## config.mk

```make
export PLATFORM = sky130hd
export DESIGN_NAME = divider2
export DESIGN_NICKNAME = d
export VERILOG_FILES = /design/src/rtl/divider2.sv
export SDC_FILE = /design/constraint.sdc
export NUM_CORES = 1
export LEC_CHECK = 0
export ABC_AREA = 1
export BUFFER_PORTS_ARGS = -buffer_cell sky130_fd_sc_hd__clkbuf_2
export CORE_ASPECT_RATIO = 1.75
export CORE_MARGIN = 2
export CORE_UTILIZATION = 44
export DETAILED_ROUTE_END_ITERATION = 12
export GPL_TIMING_DRIVEN = 0
export PLACE_DENSITY = 0.77
export SYNTH_ARGS = -nofsm -noshare
export SYNTH_HDL_FRONTEND = slang
export SYNTH_SLANG_ARGS = --single-unit
```

## constraint.sdc

```tcl
create_clock -name clk -period 2.1 [get_ports clk]
set_input_delay 0.21 -clock clk [delete_from_list [all_inputs] [get_ports clk]]
set_output_delay 0.21 -clock clk [all_outputs]
set_load 0.05 [all_outputs]
```

## src/rtl/divider2.sv

```systemverilog
// -----------------------------------------------------------------------------
// divider2 -- 16-bit by 8-bit unsigned restoring divider, one quotient bit per
// clock, MSB first.
//
// Ports:
//   clk          in   1   rising-edge clock
//   rst_n        in   1   asynchronous active-low reset
//   start        in   1   request pulse; accepted only in IDLE or DONE
//   A            in  16   dividend, captured on the accepted start edge
//   B            in   8   divisor, captured on the accepted start edge
//   Quotient     out 16   registered quotient (updated only on completion)
//   Remainder    out  8   registered remainder (updated only on completion)
//   ready        out  1   high exactly while in DONE
//   busy         out  1   high exactly while in CALC
//   div_by_zero  out  1   high with ready when the accepted divisor was 0
//   dbg_state_o  out  2   current FSM state (IDLE=0, CALC=1, DONE=2)
//
// Handshake: start is a request qualified only by the FSM being in IDLE or
// DONE at the sampling edge; there is no back-pressure, so a start seen in
// CALC is simply dropped. ready/busy are decoded straight from the state
// register so they are glitch-free and change only on clock edges or reset.
// -----------------------------------------------------------------------------
module divider2 (
    input  logic        clk,
    input  logic        rst_n,
    input  logic        start,
    input  logic [15:0] A,
    input  logic [7:0]  B,
    output logic [15:0] Quotient,
    output logic [7:0]  Remainder,
    output logic        ready,
    output logic        busy,
    output logic        div_by_zero,
    output logic [1:0]  dbg_state_o
);

    typedef enum logic [1:0] {
        S_IDLE = 2'd0,
        S_CALC = 2'd1,
        S_DONE = 2'd2
    } state_t;

    state_t      state_q, state_d;
    logic [3:0]  cnt_q, cnt_d;     // iteration index 0..15
    logic [15:0] dvd_q, dvd_d;     // dividend shifting out, quotient shifting in
    logic [7:0]  rem_q, rem_d;     // partial remainder, always < divisor
    logic [7:0]  dvs_q, dvs_d;     // captured divisor
    logic        pend_q, pend_d;   // divide-by-zero result due on the next edge
    logic [15:0] quo_q, quo_d;
    logic [7:0]  rmd_q, rmd_d;
    logic        dbz_q, dbz_d;

    // One restoring step: shift in the next dividend bit and trial-subtract.
    logic [8:0]  trial;
    logic [7:0]  sub;
    logic        qbit;
    logic [7:0]  rem_next;
    logic [15:0] dvd_next;

    assign trial    = {rem_q, dvd_q[15]};
    // When trial >= divisor the difference is < divisor <= 255, so the low
    // 8 bits of the modulo-256 subtraction are exact.
    assign sub      = trial[7:0] - dvs_q;
    assign qbit     = (trial >= {1'b0, dvs_q});
    assign rem_next = qbit ? sub : trial[7:0];
    assign dvd_next = {dvd_q[14:0], qbit};

    always_comb begin
        state_d = state_q;
        cnt_d   = cnt_q;
        dvd_d   = dvd_q;
        rem_d   = rem_q;
        dvs_d   = dvs_q;
        pend_d  = pend_q;
        quo_d   = quo_q;
        rmd_d   = rmd_q;
        dbz_d   = dbz_q;

        case (state_q)
            S_IDLE, S_DONE: begin
                if (pend_q) begin
                    // Second edge of a divide-by-zero request: publish the
                    // saturated result. Any start on this edge is ignored.
                    pend_d  = 1'b0;
                    state_d = S_DONE;
                    quo_d   = 16'hFFFF;
                    rmd_d   = 8'h00;
                    dbz_d   = 1'b1;
                end else if (start) begin
                    dvd_d = A;
                    dvs_d = B;
                    rem_d = 8'h00;
                    cnt_d = 4'd0;
                    dbz_d = 1'b0;
                    if (B == 8'h00) begin
                        // Skip CALC; park in IDLE for one edge so ready drops.
                        pend_d  = 1'b1;
                        state_d = S_IDLE;
                    end else begin
                        state_d = S_CALC;
                    end
                end
            end
            S_CALC: begin
                dvd_d = dvd_next;
                rem_d = rem_next;
                cnt_d = cnt_q + 4'd1;
                if (cnt_q == 4'd15) begin
                    state_d = S_DONE;
                    quo_d   = dvd_next;
                    rmd_d   = rem_next;
                end
            end
            default: begin
                state_d = S_IDLE;
            end
        endcase
    end

    always_ff @(posedge clk or negedge rst_n) begin
        if (!rst_n) begin
            state_q <= S_IDLE;
            cnt_q   <= 4'd0;
            dvd_q   <= 16'h0000;
            rem_q   <= 8'h00;
            dvs_q   <= 8'h00;
            pend_q  <= 1'b0;
            quo_q   <= 16'h0000;
            rmd_q   <= 8'h00;
            dbz_q   <= 1'b0;
        end else begin
            state_q <= state_d;
            cnt_q   <= cnt_d;
            dvd_q   <= dvd_d;
            rem_q   <= rem_d;
            dvs_q   <= dvs_d;
            pend_q  <= pend_d;
            quo_q   <= quo_d;
            rmd_q   <= rmd_d;
            dbz_q   <= dbz_d;
        end
    end

    assign Quotient    = quo_q;
    assign Remainder   = rmd_q;
    assign ready       = (state_q == S_DONE);
    assign busy        = (state_q == S_CALC);
    assign div_by_zero = dbz_q;
    assign dbg_state_o = state_q;

endmodule

```

======== Yosys cells after proc, flatten, opt, wreduce, memory -nomap -nowiden ========
Index checks and enable logic that the tools add are counted.
word-level totals
  register bits ........................... 64
  latch bits .............................. 0
  memory bits (writable) .................. 0
  memory bits (read-only) ................. 0
  input bits .............................. 27
  output and inout port bits .............. 29
  logic and storage cells ................. 57
  memories kept ........................... 0
cells by class
  add/sub/neg operators ................... 2
  multiply operators ...................... 0
  divide/modulo/power cells ............... 0
  $lt $le $gt $ge ......................... 1
  eq/ne operators ......................... 8
  shift-type cells ........................ 0
  mux-type cells .......................... 26
  bitwise logic cells ..................... 1
  reduce and logical (&&, ||, !) cells .... 10
operators by type and width
  kind                   count
  $mux W16               4
  $pmux W16 S2           2
  $mux W8                5
  $pmux W8 S2            2
  $ge A9 B8 Y1           1
  $reduce_and A3 Y1      3
  $logic_not A8 Y1       1
  $mux W4                2
  $pmux W4 S2            1
  $sub A8 B8 Y8          1
  $mux W1                6
  $mux W2                3
  $ne A2 B2 Y1 const B   3
  $add A4 B1 Y4 const B  1
  $eq A4 B4 Y1 const B   1
  $pmux W2 S2            1
  $reduce_and A2 Y1      2
  $reduce_bool A2 Y1     2
  $ne A3 B3 Y1 const B   1
  $eq A2 B1 Y1 const B   1
  $eq A2 B2 Y1 const B   1
  $logic_not A2 Y1       1
  $ne A2 B1 Y1 const B   1
  $reduce_or A2 Y1       1
  $not A1 Y1             1

======== Longest topological paths before layout ========
  depth in word-level cells ............... 5
  mapped depth ............................ 13
  depth with buffers taken out ............ 13

======== Least setup slack after synthesis ========
Ideal clock, no wire load.
  path kind ............................... flip-flop to flip-flop
  start point ............................. register state_q[0], in the netlist dbg_state_o[0]
  end point ............................... register rmd_q[4], in the netlist Remainder[4]
  library setup time ...................... 66 ps
  arrival ................................. 1682 ps
  data required time ...................... 2034 ps
  slack ................................... 352 ps
  cell stages (with the launch flop) ...... 7
  buffers on the path ..................... 2
  clock period less this slack ............ 1748 ps
  cell sequence ........................... dfrtp_1 inv_2 nor2_8 buf_2 buf_2 nand3_1 nand2_1
on the way
  elaborated cells between the ends (all ways) .. 9
  classes of those cells .................. eq/ne (4); mux (1); reduce/logical (4)
RTL lines
  item                                                                        line  RTL
  start, declared                                                             43    state_t state_q, state_d;
  start signal, assigned                                                      132   state_q <= state_d;
  $eq A2 B1 Y1 *                                                              -
  via busy                                                                    32    output logic busy,
  $ne A2 B1 Y1 (no source line) / $reduce_bool A2 Y1 (equally long branches)  -
  $reduce_and A3 Y1 (no source line)                                          -
  end signal, assigned                                                        139   rmd_q <= rmd_d;
  end, declared                                                               50    logic [7:0] rmd_q, rmd_d;
Mark *: on every way through the listed nets, which the timed path passes. The rest lies on a longest branch.
A chain may end at the register's enable or synchronous reset.

======== Final worst setup path ========
  start point ............................. register state_q[0], in the netlist dbg_state_o[0]
  end point ............................... output busy
on the way
  cells in the longest elaborated chain, start to end .. 1
RTL lines
  item           line  RTL
  $eq A2 B1 Y1   147   assign busy = (state_q == S_CALC);
  end, declared  32
No other way between the ends.

==> flow_summary.toml <==
[layout]
regArea_sq_um = 1602
area_growth_pct = 24.15
multi_input_area_sq_um = 1373
fillerInstances = 619
fin_cells = 557
layout-drive-gt1-share_pct = 20.17
nets = 503
design_area_sq_um = 3981
diodes = 0

[min_path]
hp-class = "input port to async pin"

[placement]
dp.cells = 539
dpl.hpwl_microns = 5697
finalWeightedCongestion = 0.9608
place_area_sq_um = 3592
port_buffers = 55

[die]
initial_utilization_pct = 44.97
die_x_microns = 68.54
io_pins = 56
core_area_sq_um = 7131
dieArea_sq_um = 8014
rows = 41
die_h_microns = 116.9

[sta]
fin_crit_sh_pct = 94.98
fmax_ghz = 0.5014
setup_viol_count_final = 0
fin_skew_ns = 0.006597
timing_hold_violations_final = 2
fin_tns_setup_ns = 0
max_slew.worst_pin.slew_ns = 0.8605
period_minus_slack_ns = 1.995
slew_viol_final = 0
slew_headroom_pct = 42.64
whs_ns = -0.003875
rsz0062_at_grt = "no"

[routing]
drc = 0
first_pass_iters = 4
wire_per_inst_microns = 14.11
viasPerCell = 5.113
antenna_left = 0
num_vias = 2848
routed_wl_microns = 7859
drtIter0Drc = 107

[critical_path]
arrival_ns = 1.78
crit_type = "flop to output port"
critPathRequiredTime_ns = 1.89
path_max_fanout = 10
cp-end-kind = "output port"
crit_path_start_kind = "flop"

[global_routing]
first_global_vias = 2900
grt_overflow_total = 0
antenna_found_initial = 0
grt.total_usage_pct = 22.27
grt_max_degree = 65
grt_pass1_wl_microns = 12990

[logic_synthesis]
ys_types = 32
ys_seq_area_share_pct = 49.94
synth-edff-count = 0
synth_nets = 435
ys_warn_count = 0
syn_area_per_cell_sq_um = 8.057
synthFlopType = "dfrtp_1"
netlist_top_cells_area = "dfrtp_1 (50%), nand2_1 (17%), inv_1 (5.0%)"
synthCells = 398
ys_seq_elements = 64
yosysMostFrequentCell = "nand2_1"
syn-cell-area_sq_um = 3207
synth_top_area_cell = "dfrtp_1"
synth_common_cells = "nand2_1 (148), dfrtp_1 (64), inv_1 (43), nand3_1 (26), o21ai_0 (22)"
synth-async-reset-ratio_pct = 100.0
synth_top_area_share_pct = 49.94

[clock_network]
cts_tree = "yes"
cts_sinks = 64
ctsHoldBuffers = 0
clockBufferDepth = 2
clkLatencyLatePin_ns = 0.34
clkTransAtPathRegs_ns = 0.05
cts_buffers = 9
clockRootBuffer = "clkbuf_16"
cts.htree.levels = 3

[run_status]
status = "finished, violations left"
violations = "hold timing"

[job]
cap_violations = 0
[kinds of logic after synthesis]
family                     count (synthesis)  synth area share [%]
and+or+nand+nor                          207                 26.96
DFF                                       64                 49.94
buffers and inverters                     60                 7.959
AOI/OAI and AO/OA                         53                 9.911
adders and majority gates                 10                 4.136
xor gates and xnor gates                   4                 1.093
[path summary, 6_finish.rpt]
check                               startpoint           end  slack [ns]  depth (start not counted)
worst min-delay path                     rst_n      dvd_q[7]      -0.004                          1
min in group clk                         A[15]     dvd_q[15]        0.14                          3
max in group asynchronous                rst_n      dvs_q[4]        1.52                          1
worst max register to register        rem_q[5]  Remainder[0]        0.12                          9
worst min register to register    Quotient[13]  Quotient[13]        0.48                          2
worst max-delay path            dbg_state_o[0]          busy        0.11                          5
[critical path, stage by stage, from the launching register on]
cell and delay, ns:
dfrtp_1 0.44, inv_2 0.10, nor2_8 0.16, buf_2 0.25, clkbuf_4 0.24, clkbuf_4 0.25
[stage by stage]
stage / setup WS, ns / hold slack [ns] / utilization (%)
3_3_place_gp: 0.07876 / 0.4627 / 50.34
6_report: 0.1054 / -0.003875 / 55.83
5_1_grt: 0.0007572 / 0.09678 / 55.83
3_5_place_dp: 0.04166 / 0.3988 / 50.38
2_1_floorplan: 0.3518 / -0.08559 / -
4_1_cts: 0.01431 / 0.04495 / 55.24
[layer usage]
layer  global-route usage (%)  wire length (microns)
met3                    5.927                    374
met5                        0                      0
met4                    13.87                    376
met2                    38.40                   4308
met1                    23.18                   2799
[cell type report]
cell class | instances | area share [%]
flip-flops and latches | 64 | 40.23
multi-input cells | 274 | 34.48
repair buffers | 57 | 7.417
clock buffers | 11 | 6.097
inverters | 47 | 4.557
well taps | 86 | 2.703
clock inverters | 5 | 2.608
plain buffers | 13 | 1.917
[timing repair]
action                     4_1_cts  5_1_grt
setup endpoints to repair        0       18
resized for setup                0        6
buffers inserted                 0        2
[flip-flops by register name, indices dropped and copies added (netlist names)]
name         count
div_by_zero      1
dvs_q            8
Quotient        16
Remainder        8
rem_q            8
dvd_q           16
cnt_q            4
pend_q           1
dbg_state_o      2
[cells in the final DEF (no fill, tap or decap), types with 2 or more instances in the layout]
cell / instances
dfrtp_1: 64
nor2_1: 20
nand3_1: 26
nand2_4: 3
inv_2: 2
o21ai_0: 22
inv_1: 43
clkbuf_4: 3
a21oi_2: 2
buf_4: 5
clkbuf_16: 9
buf_2: 4
xnor2_1: 2
ha_1: 8
bufinv_16: 3
buf_1: 3
o211ai_1: 15
nand2_1: 148
clkbuf_1: 2
a21oi_1: 11
clkbuf_2: 53
xor2_1: 2
inv_4: 2
nand4_1: 3
Power is left out: the tool's default activity adds up to more than one toggle a clock period on the data nets, which glitch-free logic cannot reach.
